===== src/rtl/fetch_if.sv =====
// fetch_if: signal bundle between the instruction-fetch sequencer, the
// combinational instruction ROM and the decode stage.
//
// Signals:
//   imem_addr      ROM address (the sequencer's PC)
//   imem_data      ROM byte at imem_addr, valid in the same cycle
//   instr_valid    prefetch queue head is valid
//   instr_ready    decode accepts the head this cycle
//   instr_data     head opcode byte (0 when the queue is empty)
//   instr_pc       address the head byte came from (0 when the queue is empty)
//   redirect_valid branch/jump taken this cycle
//   redirect_addr  branch/jump target
//   halted         sequencer has fetched a HALT opcode
//
// Modports:
//   master  the fetch sequencer side
//   slave   the ROM / decode / branch-unit side
interface fetch_if;
    logic [7:0] imem_addr;
    logic [7:0] imem_data;
    logic       instr_valid;
    logic       instr_ready;
    logic [7:0] instr_data;
    logic [7:0] instr_pc;
    logic       redirect_valid;
    logic [7:0] redirect_addr;
    logic       halted;

    modport master (
        output imem_addr,
        input  imem_data,
        output instr_valid,
        input  instr_ready,
        output instr_data,
        output instr_pc,
        input  redirect_valid,
        input  redirect_addr,
        output halted
    );

    modport slave (
        input  imem_addr,
        output imem_data,
        input  instr_valid,
        output instr_ready,
        input  instr_data,
        input  instr_pc,
        output redirect_valid,
        output redirect_addr,
        input  halted
    );
endinterface


===== src/rtl/fetch_sequencer.sv =====
// fetch_sequencer: instruction-fetch controller for the 8-bit CPU.
// Owns the program counter, addresses the combinational instruction ROM,
// buffers fetched bytes in a DEPTH-entry prefetch queue and hands them to
// decode over a valid/ready handshake. Branch redirects flush the queue and
// reload the PC; fetching a HALT opcode stops further fetches until the next
// redirect or reset.
//
// Parameters:
//   RESET_VECTOR  PC value loaded on reset
//   DEPTH         prefetch queue entries (2 or 4)
//   HALT_OPCODE   byte value that stops fetching
//
// Ports:
//   clk          system clock, rising edge
//   rst          synchronous active-high reset
//   bus          fetch_if.master (ROM, decode and redirect signals)
//   fetch_count  (FETCH_PERF_EN only) saturating count of queue pushes
//   stall_count  (FETCH_PERF_EN only) saturating count of FETCH cycles
//                lost to a full queue with no pop
//
// Optional feature: define FETCH_PERF_EN to add the two performance counters.
module fetch_sequencer #(
    parameter logic [7:0] RESET_VECTOR = 8'h00,
    parameter int         DEPTH        = 2,
    parameter logic [7:0] HALT_OPCODE  = 8'hFF
) (
    input  logic        clk,
    input  logic        rst,
`ifdef FETCH_PERF_EN
    output logic [15:0] fetch_count,
    output logic [15:0] stall_count,
`endif
    fetch_if.master     bus
);

    localparam logic [0:0] ST_FETCH = 1'b0;
    localparam logic [0:0] ST_HALT  = 1'b1;

    // DEPTH is a power of two, so the pointers wrap on their own.
    localparam int PTR_W = (DEPTH > 2) ? 2 : 1;
    localparam int CNT_W = PTR_W + 1;

    logic [0:0]       state;
    logic [7:0]       pc;
    logic [PTR_W-1:0] wr_ptr;
    logic [PTR_W-1:0] rd_ptr;
    logic [CNT_W-1:0] count;
    logic [15:0]      q_mem [DEPTH];

    logic full;
    logic empty;
    logic push;
    logic pop;

    assign full  = (count == CNT_W'(DEPTH));
    assign empty = (count == '0);
    assign pop   = !empty && bus.instr_ready;
    // A full queue can still take a byte when the head leaves this cycle.
    assign push  = (state == ST_FETCH) && !bus.redirect_valid && (!full || pop);

    assign bus.imem_addr   = pc;
    assign bus.instr_valid = !empty;
    assign bus.instr_data  = empty ? 8'h00 : q_mem[rd_ptr][7:0];
    assign bus.instr_pc    = empty ? 8'h00 : q_mem[rd_ptr][15:8];
    assign bus.halted      = (state == ST_HALT);

    // Queue storage: {pc, opcode} per entry, no reset needed.
    always_ff @(posedge clk) begin
        if (push) begin
            q_mem[wr_ptr] <= {pc, bus.imem_data};
        end
    end

    // Control state: PC, FSM and queue pointers.
    always_ff @(posedge clk) begin
        if (rst) begin
            state  <= ST_FETCH;
            pc     <= RESET_VECTOR;
            wr_ptr <= '0;
            rd_ptr <= '0;
            count  <= '0;
        end else if (bus.redirect_valid) begin
            // Redirect discards any concurrent push/pop and a pending halt.
            state  <= ST_FETCH;
            pc     <= bus.redirect_addr;
            wr_ptr <= '0;
            rd_ptr <= '0;
            count  <= '0;
        end else begin
            if (push) begin
                wr_ptr <= wr_ptr + PTR_W'(1);
                pc     <= pc + 8'd1;
                if (bus.imem_data == HALT_OPCODE) begin
                    state <= ST_HALT;
                end
            end
            if (pop) begin
                rd_ptr <= rd_ptr + PTR_W'(1);
            end
            case ({push, pop})
                2'b10:   count <= count + CNT_W'(1);
                2'b01:   count <= count - CNT_W'(1);
                default: count <= count;
            endcase
        end
    end

`ifdef FETCH_PERF_EN
    // Performance counters survive redirects; only rst clears them.
    always_ff @(posedge clk) begin
        if (rst) begin
            fetch_count <= 16'h0000;
            stall_count <= 16'h0000;
        end else begin
            if (push && (fetch_count != 16'hFFFF)) begin
                fetch_count <= fetch_count + 16'd1;
            end
            if ((state == ST_FETCH) && full && !pop && (stall_count != 16'hFFFF)) begin
                stall_count <= stall_count + 16'd1;
            end
        end
    end
`else
    // No performance counters in this build.
`endif

endmodule


===== src/flat_wrapper.sv =====
// flat-port wrapper written by rule: the top's interface ports become plain ports
module fetch_sequencer_flat 
#(
    parameter logic [7:0] RESET_VECTOR = 8'h00,
    parameter int         DEPTH        = 2,
    parameter logic [7:0] HALT_OPCODE  = 8'hFF
)
  (clk, rst, bus_imem_addr, bus_imem_data, bus_instr_valid, bus_instr_ready, bus_instr_data, bus_instr_pc, bus_redirect_valid, bus_redirect_addr, bus_halted);
  fetch_if bus_i ();
  input  logic clk;
  input  logic rst;
  output wire logic [$bits(bus_i.imem_addr)-1:0] bus_imem_addr;
  input wire logic [$bits(bus_i.imem_data)-1:0] bus_imem_data;
  output wire logic [$bits(bus_i.instr_valid)-1:0] bus_instr_valid;
  input wire logic [$bits(bus_i.instr_ready)-1:0] bus_instr_ready;
  output wire logic [$bits(bus_i.instr_data)-1:0] bus_instr_data;
  output wire logic [$bits(bus_i.instr_pc)-1:0] bus_instr_pc;
  input wire logic [$bits(bus_i.redirect_valid)-1:0] bus_redirect_valid;
  input wire logic [$bits(bus_i.redirect_addr)-1:0] bus_redirect_addr;
  output wire logic [$bits(bus_i.halted)-1:0] bus_halted;
  assign bus_imem_addr = bus_i.imem_addr;
  assign bus_i.imem_data = bus_imem_data;
  assign bus_instr_valid = bus_i.instr_valid;
  assign bus_i.instr_ready = bus_instr_ready;
  assign bus_instr_data = bus_i.instr_data;
  assign bus_instr_pc = bus_i.instr_pc;
  assign bus_i.redirect_valid = bus_redirect_valid;
  assign bus_i.redirect_addr = bus_redirect_addr;
  assign bus_halted = bus_i.halted;
  fetch_sequencer #(.RESET_VECTOR(RESET_VECTOR), .DEPTH(DEPTH), .HALT_OPCODE(HALT_OPCODE)) u_core (.clk(clk), .rst(rst), .bus(bus_i));
endmodule

===== config.mk =====
export PLATFORM = sky130hd
export DESIGN_NAME = fetch_sequencer_flat
export DESIGN_NICKNAME = d
export VERILOG_FILES = /design/src/rtl/fetch_if.sv /design/src/rtl/fetch_sequencer.sv /design/src/flat_wrapper.sv
export SDC_FILE = /design/constraint.sdc
export NUM_CORES = 1
export LEC_CHECK = 0
export ABC_AREA = 0
export CORE_MARGIN = 5
export CORE_UTILIZATION = 40
export DETAILED_ROUTE_END_ITERATION = 10
export GPL_ROUTABILITY_DRIVEN = 0
export PLACE_DENSITY = 0.64
export SLEW_MARGIN = 20
export SYNTH_ARGS = -nofsm -noshare
export SYNTH_HDL_FRONTEND = slang
export SYNTH_SLANG_ARGS = --single-unit

===== constraint.sdc =====
create_clock -name clk -period 2.4 [get_ports clk]
set_input_delay 0.36 -clock clk [delete_from_list [all_inputs] [get_ports clk]]
set_output_delay 0.36 -clock clk [all_outputs]
set_load 0.01 [all_outputs]

==> impl_metrics.ini <==
[pwr]
p_leak_nw = 0.8556
vdd_drop_max_mv = 0.2696
power_frac_comb_pct = 13.2
seqPwrFrac_pct = 58.5
p_int_w = 0.001215
p_clk_share_pct = 28.3
p_sw_w = 0.0003621
swShare_pct = 22.95
p_per_area_nw_per_um2 = 612.9

[yosys]
synth_compound_area_share_pct = 8.693
synth_top_area_share_pct = 48.73
synth_top_family_by_area = simple AND/OR/NAND/NOR gates
synth-adder-area-share_pct = 1.269
ys.flop_type = edfxtp_1
synth-edff-count = 32
synth_area_leader_cell = edfxtp_1
yosys_warnings = 0
ys_seq_elements = 46
synth_nets = 185
synth_xor_area_share_pct = 1.332
yosysUniqueCellTypes = 29
syn_area_per_cell_um2 = 12.10
synth.area.mux_share_pct = 8.122
yosysMostFrequentCell = edfxtp_1
syn_area_um2 = 1972
ys_seq_area_share_pct = 62.94
synth_common_cells = 32 x edfxtp_1, 31 x nor2_1, 16 x mux2i_1
synth_area_leaders = edfxtp_1 49%, dfxtp_1 14%, mux2i_1 8.1%
synthSimpleGateAreaFrac_pct = 13.26
async_reset_ff_share_pct = 0
syn-instance-count = 163

[routing]
drc = 0
via_per_inst = 4.975
finalWirelength_um = 4025
dr_total_vias = 1378
antenna_left = 0
wl_per_cell_um = 14.53
drtPass1Iterations = 4
drt_iter0_drc = 50

[setup_path]
critical_path_required_ns = 2.04
critPathLaunchType = flip-flop
critPathMaxFanout = 17
end_kind = output port
crit_type = reg -> out
cp.arrival_ns = 1.80

[clock_network]
cts_htree_levels = 2
cts-root-buf = clkbuf_8
worst_skew_pair.late_latency_ns = 0.29
cts_tree = done
cts_resized = 1
clock_tree.buffer_depth = 2
clk_pin_slew_ns = 0.07
cts_setup_buffers = 0
clkSinkCount = 46
postCtsHoldBufs = 0
cts_inserted_buffers = 5

[sta]
period_needed_ns = 2.157
final_max_slew_viol_count = 0
hold_viol = 0
setup_tns_ns = 0
post-route-period-util_pct = 89.89
fin_skew_ns = 0.007518
rsz0062_at_grt = false
tightest_slew_ns = 0.6411
max_freq_mhz = 463.5
max_slew_margin_pct = 57.21
setup_viol = 0
hold_slack_ns = 0.5169

[floorplan]
core_um2 = 4755
ios = 46
die_w_um = 80.21
die_h_um = 80.21
std_cell_rows = 25
initial_utilization_pct = 41.47
fp.dieArea_um2 = 6434

[finish]
num_antenna_cells = 0
layout.cells.non_filler = 277
nFillCells = 425
drive_gt1_share_pct = 6.190
final_nets = 231
areaGrowthSynthToFinish_pct = 30.52

[grt]
antenna_found_initial = 0
grt_max_degree = 20
grt_pass1_vias = 1360
groute.usage.overall_pct = 13.30
grt_first_pass_wirelength_um = 6582
overflow = 0

[outcome]
outcome = completed

[placement]
port_buffers = 45
dpl.cell_count = 269
dp_hpwl_um = 2899

[min_path]
hold_path.class = reg -> reg

[run]
drv_cap = 0
[cell usage in the layout (no fill, tap or decap), drive strengths merged, types with 2 or more instances in the layout]
cell	instances
o31a	2
a311oi	5
edfxtp	32
clkdlybuf4s50	45
o31ai	3
o41a	2
nand3	2
a21oi	4
buf	5
nor4	3
nor2b	2
a2111oi	2
clkbuf	8
dfxtp	14
ha	2
or3	4
or4	4
o21ai	5
inv	9
nor2	31
xor2	2
nand4	3
mux2i	16
[worst max-delay path: stages, from the launching register on]
cell and delay, ns:
dfxtp_1 0.36, nor2_2 0.51, nor2_1 0.12, clkdlybuf4s50_1 0.51
[cells by family after synthesis]
| logic type | Yosys count |
|---|---|
| simple gates | 53 |
| flops | 46 |
| compound gates | 23 |
| buf+inv | 20 |
| mux | 16 |
| xor+xnor | 3 |
| fa+ha+maj | 2 |
[area by class of cell]
cell class | count | area (µm²) | area share (%)
Timing Repair Buffer | 50 | 488.0 | 18.96
Inverter | 9 | 33.78 | 1.313
Multi-Input combinational cell | 97 | 646.9 | 25.13
Tap cell | 67 | 83.83 | 3.257
Sequential cell | 46 | 1241 | 48.23
Clock buffer | 8 | 80.08 | 3.111
[final timing paths]
path,from,endpoint,slack [ns],cells after the start
worst max-delay path,u_core.count[0],bus_instr_pc[5],0.24,3
worst max register to register,u_core.bus.halted,u_core.count[1],0.54,4
worst min register to register,u_core.wr_ptr,u_core.wr_ptr,0.52,2
worst min-delay path,u_core.wr_ptr,u_core.wr_ptr,0.52,2
[registers in the layout, summed over array words and instances (netlist names), named ones only]
register,flops
u_core.bus.imem_addr,8
u_core.count,2
u_core.q_mem,32
u_core.rd_ptr,1
u_core.wr_ptr,1
u_core.bus.halted,1
[power groups by stage]
| stage | clock [W] | sequential (W) | combinational [W] |
|---|---|---|---|
| 2_1_floorplan | 0 | 0.000938 | 0.0000957 |
| 3_3_place_gp | 0 | 0.000938 | 0.000205 |
| 3_5_place_dp | 0 | 0.000942 | 0.000211 |
| 4_1_cts | 0.000457 | 0.000924 | 0.000213 |
| 5_1_grt | 0.000490 | 0.000929 | 0.000229 |
| 6_report | 0.000446 | 0.000923 | 0.000208 |
[through the flow]
step	power [W]	instance area, µm²	util [%]	setup WS [ns]
final	0.001577	2574	54.13	0.2427
after global routing	0.001648	2574	54.13	0.06664
after CTS	0.001594	2574	54.13	0.1342
after floorplan	0.001034	1972	-	0.2049
after detailed placement	0.001152	2491	52.39	0.1765
after global placement	0.001143	2491	52.39	0.2293
[metal layers]
layer	track usage, %	share of wire [%]
met1	16.70	43
met2	22.10	51
met3	3.363	5.5
met4	4.730	1.1
met5	0	0
No activity file was read; power rests on OpenSTA's default activity.
